===== src/rtl/iq_path_arbiter.sv =====
// iq_path_arbiter
//   Two-requester round-robin arbiter that feeds one shared I/Q datapath.
//   The owner keeps the grant for a burst of up to BURST samples. It may
//   present at most one sample every GAP clocks. It loses the grant early
//   if it has nothing to offer when it is allowed to send.
//
// Ports
//   clk                  : clock, rising edge
//   reset                : asynchronous, active-high reset
//   req0_valid/req1_valid: requester offers a sample
//   req0_i/q, req1_i/q   : requester I/Q samples (two's complement, DW bits)
//   req0_ready/req1_ready: sample accepted this cycle when ready & valid
//   x_i, x_q             : registered sample into the shared datapath
//   x_valid              : one-cycle pulse, x_i/x_q hold a new sample
//   grant                : one-hot owner (bit0 req0, bit1 req1), 00 idle
//   busy                 : arbiter is serving a burst
module iq_path_arbiter #(
   parameter int DW    = 16,
   parameter int BURST = 8,
   parameter int GAP   = 2
) (
   input  logic          clk,
   input  logic          reset,
   input  logic          req0_valid,
   input  logic          req1_valid,
   input  logic [DW-1:0] req0_i,
   input  logic [DW-1:0] req0_q,
   input  logic [DW-1:0] req1_i,
   input  logic [DW-1:0] req1_q,
   output logic          req0_ready,
   output logic          req1_ready,
   output logic [DW-1:0] x_i,
   output logic [DW-1:0] x_q,
   output logic          x_valid,
   output logic [1:0]    grant,
   output logic          busy
);

   typedef enum logic {IDLE = 1'b0, SERVE = 1'b1} state_t;

   localparam logic [7:0] BURST_C   = 8'(BURST);
   localparam logic [3:0] PACE_LOAD = 4'(GAP - 1);

   state_t        state_q, state_d;
   logic [1:0]    grant_q, grant_d;
   logic          busy_q, busy_d;
   logic [DW-1:0] xi_q, xi_d;
   logic [DW-1:0] xq_q, xq_d;
   logic          xvalid_q, xvalid_d;
   logic [7:0]    burst_q, burst_d;
   logic [3:0]    pace_q, pace_d;
   // 1 = req1 was served last, 0 = req0 was served last
   logic          last_q, last_d;

   logic          owner_valid;
   logic          accept;

   // Ready depends only on registered state, so a requester sees it in the
   // same cycle it may present a sample.
   assign req0_ready  = (state_q == SERVE) && grant_q[0] && (pace_q == 4'd0);
   assign req1_ready  = (state_q == SERVE) && grant_q[1] && (pace_q == 4'd0);
   assign owner_valid = grant_q[0] ? req0_valid : req1_valid;
   assign accept      = (req0_ready && req0_valid) || (req1_ready && req1_valid);

   always_comb begin
      state_d  = state_q;
      grant_d  = grant_q;
      busy_d   = busy_q;
      xi_d     = xi_q;
      xq_d     = xq_q;
      xvalid_d = 1'b0;
      burst_d  = burst_q;
      pace_d   = pace_q;
      last_d   = last_q;
      case (state_q)
         IDLE: begin
            if (req0_valid || req1_valid) begin
               // req0 wins if it is alone, or if both are valid and req1 went last
               if (req0_valid && (!req1_valid || last_q)) grant_d = 2'b01;
               else                                       grant_d = 2'b10;
               burst_d = 8'd0;
               pace_d  = 4'd0;
               busy_d  = 1'b1;
               state_d = SERVE;
            end
         end
         SERVE: begin
            if (accept) begin
               xi_d     = grant_q[0] ? req0_i : req1_i;
               xq_d     = grant_q[0] ? req0_q : req1_q;
               xvalid_d = 1'b1;
               burst_d  = burst_q + 8'd1;
               pace_d   = PACE_LOAD;
               if (burst_q + 8'd1 == BURST_C) begin
                  state_d = IDLE;
                  grant_d = 2'b00;
                  busy_d  = 1'b0;
                  last_d  = grant_q[1];
               end
            end else if (pace_q != 4'd0) begin
               pace_d = pace_q - 4'd1;
            end else if (!owner_valid) begin
               // Owner was allowed to send but had nothing: give up the path
               state_d = IDLE;
               grant_d = 2'b00;
               busy_d  = 1'b0;
               last_d  = grant_q[1];
            end
         end
         default: begin
            state_d = IDLE;
            grant_d = 2'b00;
            busy_d  = 1'b0;
         end
      endcase
   end

   always_ff @(posedge clk or posedge reset) begin
      if (reset) begin
         state_q  <= IDLE;
         grant_q  <= 2'b00;
         busy_q   <= 1'b0;
         xi_q     <= '0;
         xq_q     <= '0;
         xvalid_q <= 1'b0;
         burst_q  <= 8'd0;
         pace_q   <= 4'd0;
         last_q   <= 1'b1;
      end else begin
         state_q  <= state_d;
         grant_q  <= grant_d;
         busy_q   <= busy_d;
         xi_q     <= xi_d;
         xq_q     <= xq_d;
         xvalid_q <= xvalid_d;
         burst_q  <= burst_d;
         pace_q   <= pace_d;
         last_q   <= last_d;
      end
   end

   assign x_i     = xi_q;
   assign x_q     = xq_q;
   assign x_valid = xvalid_q;
   assign grant   = grant_q;
   assign busy    = busy_q;

endmodule


===== config.mk =====
export PLATFORM = sky130hd
export DESIGN_NAME = iq_path_arbiter
export DESIGN_NICKNAME = d
export VERILOG_FILES = /design/src/rtl/iq_path_arbiter.sv
export SDC_FILE = /design/constraint.sdc
export NUM_CORES = 1
export LEC_CHECK = 0
export CAP_MARGIN = 40
export CORE_MARGIN = 4
export CORE_UTILIZATION = 45
export CTS_CLUSTER_SIZE = 8
export DETAILED_ROUTE_END_ITERATION = 7
export PLACE_DENSITY = 0.89
export RECOVER_POWER = 50
export SETUP_SLACK_MARGIN = 0.1
export SLEW_MARGIN = 5
export SYNTH_ARGS = -nofsm -noshare
export SYNTH_HDL_FRONTEND = slang
export SYNTH_SLANG_ARGS = --single-unit

===== constraint.sdc =====
create_clock -name clk -period 3.29 [get_ports clk]
set_clock_uncertainty 0.15 [all_clocks]
set_input_delay 0.987 -clock clk [delete_from_list [all_inputs] [get_ports clk]]
set_output_delay 0.987 -clock clk [all_outputs]
set_load 0.02 [all_outputs]

### Yosys cells after proc, flatten, opt, wreduce, memory -nomap -nowiden

Index checks and enable logic that the tools add are counted.

* register bits after elaboration: 50
* bits in latches: 0
* memory bits (writable): 0
* ROM bits: 0
* input port bits: 68
* output and inout port bits: 38
* word-level logic and storage cells: 75
* memories kept: 0

* add/subtract/negate cells: 2
* $mul: 0
* divide/modulo/power cells: 0
* order comparisons: 0
* equality and inequality tests: 10
* shift-type cells: 0
* multiplexer cells: 35
* bitwise operators: 1
* reduce and logical (&&, ||, !) cells: 18

Operator list (count)
* 2-to-1 mux 16 bit: 2
* 2-to-1 mux 1 bit: 17
* 2-to-1 mux 8 bit: 2
* case mux 8 bit (2 select lines): 1
* 2-to-1 mux 2 bit: 6
* 2-to-1 mux 4 bit: 3
* adder 8 x 1 -> 8 bit (second input constant): 1
* == test 8 x 4 -> 1 bit (second input constant): 1
* case mux 4 bit (2 select lines): 1
* AND reduction 4 bit: 2
* logical AND 1 bit: 7
* != test 2 x 1 -> 1 bit (second input constant): 3
* != test 3 x 2 -> 1 bit (second input constant): 2
* AND reduction 2 bit: 3
* zero test 4 bit: 1
* != test 2 bit (second input constant): 2
* case mux 1 bit (2 select lines): 2
* case mux 2 bit (2 select lines): 1
* nonzero test 4 bit: 1
* subtractor 4 x 1 -> 4 bit (second input constant): 1
* logical OR 1 bit: 3
* != test 3 x 1 -> 1 bit (second input constant): 1
* != test 3 bit (second input constant): 1
* zero test 1 bit: 1
* inverter 1 bit: 1

### Logic depth before layout (Yosys ltp)

* depth in word-level cells: 6
* depth in mapped cells: 9
* mapped depth without buffers: 8

### Worst setup path before layout

OpenSTA, ideal clock, no wires.

* path type: register -> output
* from: register pace_q[0]
* to: output req0_ready
* data arrival time: 1094 ps
* required time: 2153 ps
* setup slack: 1059 ps
* cell stages (with the launch flop): 5
* buffers on the path: 0
* cell sequence: dfrtp_1 inv_1 ha_1 nand4bb_1 nor2_1

* longest elaborated chain between the ends: 2

RTL lines
* from (decl): line 51 `logic [3:0] pace_q, pace_d;`
* from (signal assigned): line 137 `pace_q <= pace_d;`
* zero test 4 bit: line 60 `assign req0_ready = (state_q == SERVE) && grant_q[0] && (pace_q == 4'd0);`
* logical AND 1 bit: line 60
* to (decl): line 30 `output logic req0_ready,`

No other way between the ends.

### Worst setup path in the final report

* from: input req0_valid
* to: register burst_q[5]

* longest elaborated chain between the ends: 4
* elaborated cells between the ends (all ways): 6
* those cells by class: eq/ne: 2; reduce/logical: 4

RTL lines
* from (decl): line 24 `input logic req0_valid,`
* logical AND 1 bit: line 63 `assign accept = (req0_ready && req0_valid) || (req1_ready && req1_valid);`
* logical OR 1 bit: line 63
* != test 2 x 1 -> 1 bit (no source line)
* AND reduction 2 bit (no source line) *
* to (signal assigned): line 136 `burst_q <= burst_d;`
* to (decl): line 50 `logic [7:0] burst_q, burst_d;`

Mark *: on every way between the ends. The rest lies on a longest branch, timed or not.
A chain may end at the register's enable or synchronous reset.

==> PnR_summary.wiki <==
{| class="wikitable"
! Metric !! Value
|-
| Outcome || complete, no violations
|-
| Final critical-path share of the clock period || 0.8508
|-
| Quantity of I/O buffers inserted on ports || 105
|-
| Crit path largest cell delay || 0.50 ns
|-
| Power density over cell area || around 750 mW/mm^2
|-
| Via density per instance || 5.283
|-
| Clock share of power || 0.128
|-
| Sequential fraction of design power || 0.364
|-
| Cts bufs inserted || 5
|-
| Die width || between 80 and 90 um
|-
| Most common cell after layout, fill and taps aside || sky130_fd_sc_hd__clkdlybuf4s50_1
|-
| Core Region || ~0.0053 sq mm
|-
| Sw Ratio || 0.3951
|-
| Minimum setup slack after placement || 0.3765 ns
|-
| Gate Count Post-Synth || roughly 260
|-
| Worst hold-check path type || reg -> reg
|-
| Kind of end point of the critical path || flop
|-
| Register bit total from synthesis || 50
|-
| Final global-route overflow total || 0
|-
| Hold buffer count at cts || 0
|-
| Total via count in the routed design || 2277
|-
| Die Height || between 80 and 90 um
|-
| EDFF count, synth || 0
|-
| Max frequency || 0.3573 GHz
|-
| Maximum count of clock buffers along a single path || 2
|-
| Clock edge transition at the registers on the reported setup and hold paths || 0.09 ns
|-
| Setup slack after layout || 0.4910 ns
|-
| Critical path cell sequence || clkdlybuf4s50_1 -> nand2_1 -> nand2_1 -> nand2_1 -> inv_2 -> nor2_2 -> o21ai_0 -> o41ai_1
|-
| Share of post-route cells with drive strength above 1 || 0.06371
|-
| Critical path buffer and inverter count || 2
|-
| Slew at the pin closest to its max-slew limit || 0.8830 ns
|-
| Internal power component || 1.695 mW
|-
| Starting density of the core || 0.4767
|-
| Post-CTS Repair Setup Buffers || 0
|-
| Post-detailed-placement half-perimeter wirelength || roughly 5200 um
|-
| Number of endpoints with negative hold slack in the final report || 0
|-
| Net Count, Synth || 328
|-
| Sequential area share after synthesis || 0.4985
|-
| Count of unique library cells instantiated by Yosys || 40
|-
| GPL Wtd Cong || 0.9776
|-
| Async set or reset register ratio after synthesis || 1.000
|-
| Clock latency at the later pin of the worst-skew pair || approximately 0.30 ns
|-
| Placement Rows || 26
|-
| RSZ-0062 raised after global routing || no
|-
| Wire length of the first global-routing pass || 10610 um
|-
| Number of remaining DRC errors || 0
|-
| Crit path launch type || input port
|-
| Clock sink total || 50
|-
| Cell type group with the largest total delay on the critical path || simple AND/OR/NAND/NOR gates
|-
| Req. time, crit path || 3.33 ns
|-
| Worst vdd ir || around 0.00049 V
|-
| Worst Path Max Fanout || 17
|-
| Post-layout total power || 2.802 mW
|-
| Standby leakage power || 1.688 nW
|-
| Relative max-transition margin || 0.4107
|-
| DRC marker count from the first detailed-route iteration || 141
|-
| Remaining antenna violation count after routing || 0
|-
| Max-capacitance violation count || 0
|-
| Worst-path cell with the longest stage delay || sky130_fd_sc_hd__clkdlybuf4s50_1
|-
| Switching pwr || 1.107 mW
|-
| GRT Overall Usage || 0.2038
|-
| Signed area change from the synthesized netlist to the final layout || 48.16%
|-
| Sum Neg Setup Slack || 0 ns
|-
| Setup Viol. Count Final || 0
|-
| Synthesized area || around 0.0025 sq mm
|-
| Initial antenna violation count || 0
|-
| Pre-Repair DR Iteration Count || 4
|-
| Most prevalent standard cell on the critical path || sky130_fd_sc_hd__nand2_1
|-
| Fin util || 0.7063
|-
| Number of antenna cells inserted || 0
|-
| Number of top-level pins || approximately 110
|-
| TritonCTS clock tree || done
|-
| Classification of the worst setup path || in -> reg
|-
| Wire per inst || between 15 and 20 um
|-
| Combinational cell fraction of total power || 0.508
|-
| WP data arrival || 2.84 ns
|-
| Number of global-route vias before repair || around 2200
|-
| Full die area || 0.006843 sq mm
|-
| Cell at the root of the clock tree || sky130_fd_sc_hd__clkbuf_8
|-
| Final min period || ~2.8 ns
|-
| Nets@finish || 431
|-
| Primary FF master, synth || sky130_fd_sc_hd__dfrtp_1
|-
| Avg Inst Size Synth || 9.776 sq um
|-
| Final slew viol count || 0
|-
| CTS H-Tree Depth || 2
|-
| Most frequent cells in the layout || 89 x sky130_fd_sc_hd__clkdlybuf4s50_1, 49 x sky130_fd_sc_hd__nand2_1, 49 x sky130_fd_sc_hd__o21ai_0
|-
| Total wirelength of the detailed-routed design || between 6000 and 7000 um
|-
| Yosys warning count || 0
|-
| Largest net degree at the start of global routing || 61
|}
[cell families after synthesis]
kind of cell,count (synthesis),share of synthesized area
DFF,50,0.4985
muxes,33,0.1335
AOI/OAI and AO/OA,63,0.1365
xor gates and xnor gates,5,0.01743
and+or+nand+nor,83,0.1644
adders and majority gates,3,0.01494
buffers and inverters,20,0.03485
[power by group through the flow]
stage          logic, mW  clock network [mW]  registers (mW)
5_1_grt             1.55               0.391            1.06
4_1_cts             1.47               0.364            1.02
6_report            1.42               0.359            1.02
3_5_place_dp        1.47                   0            1.03
2_1_floorplan      0.618                   0            1.23
3_3_place_gp        1.42                   0            1.02
[worst paths after layout]
path	startpoint	endpoint	slack [ns]	cells past startpoint
setup / recovery	req0_valid	burst_q[5]$_DFFE_PP0P_	0.49	8
setup reg to reg	pace_q[0]$_DFFE_PP0P_	burst_q[5]$_DFFE_PP0P_	0.99	6
hold / removal	x_q[3]$_DFFE_PP0P_	x_q[3]$_DFFE_PP0P_	0.33	2
min in group asynchronous	reset	burst_q[6]$_DFFE_PP0P_	1.19	2
hold reg to reg	x_q[3]$_DFFE_PP0P_	x_q[3]$_DFFE_PP0P_	0.33	2
max in group asynchronous	reset	x_i[12]$_DFFE_PP0P_	0.59	3
[cell usage after synthesis (all sizes together), types with 2 or more instances]
master / count / area, sq um
inv: 7 / 26.27
o21ai: 49 / 245.2
nor3: 4 / 31.28
ha: 3 / 37.54
dfrtp: 49 / 1226
a22o: 2 / 17.52
mux2i: 32 / 320.3
buf: 9 / 46.29
clkbuf: 4 / 15.01
nand2: 50 / 190.2
nor2b: 2 / 12.51
a31o: 2 / 17.52
xor2: 4 / 35.03
nor2: 14 / 55.06
nand3: 4 / 32.53
a21oi: 5 / 25.02
[per-stage QoR]
| step | hold WS, ns | cell area (sq um) | cells |
|---|---|---|---|
| 6_report | 0.3284 | 3722 | 431 |
| 2_1_floorplan | 0.3410 | 2512 | 257 |
| 3_5_place_dp | 0.3192 | 3636 | 423 |
| 5_1_grt | 0.3756 | 3722 | 431 |
| 3_3_place_gp | 0.3128 | 3636 | 423 |
| 4_1_cts | 0.3424 | 3727 | 431 |
[repair_timing]
item | 4_1_cts | 5_1_grt
setup endpoints to repair | 0 | 2
gates resized for setup | 0 | 2
endpoints found under the hold margin | 0 | 0
[worst reg2reg max path: stages (launching register included)]
cell                       delay [ns]
sky130_fd_sc_hd__dfrtp_1         0.39
sky130_fd_sc_hd__inv_1           0.10
sky130_fd_sc_hd__ha_1            0.20
sky130_fd_sc_hd__and4bb_4        0.29
sky130_fd_sc_hd__nand2_1         0.36
sky130_fd_sc_hd__buf_12          0.34
sky130_fd_sc_hd__o41ai_1         0.37
[sequential cells by signal (all words and copies together) (netlist names)]
signal   cells
x_i         16
x_q         16
burst_q      8
pace_q       4
grant        2
busy         1
last_q       1
state_q      1
x_valid      1
[layout make-up]
cell class	count	area [sq um]
Inverter	7	26.28
Multi-Input combinational cell	187	1172
Clock buffer	7	86.33
Clock inverter	1	5.005
Fill cell	391	1548
Sequential cell	50	1254
Timing Repair Buffer	109	1091
Tap cell	70	87.58
[metal layers]
layer | track usage | wire length, um | up-vias
met5 | 0 | 0 | -
met4 | 0.04902 | 72 | 0
met3 | 0.05640 | 657 | 9
met2 | 0.3462 | 3297 | 101
met1 | 0.2577 | 2736 | 1070
li1 | - | - | 1097
(Power assumes the default switching activity.)
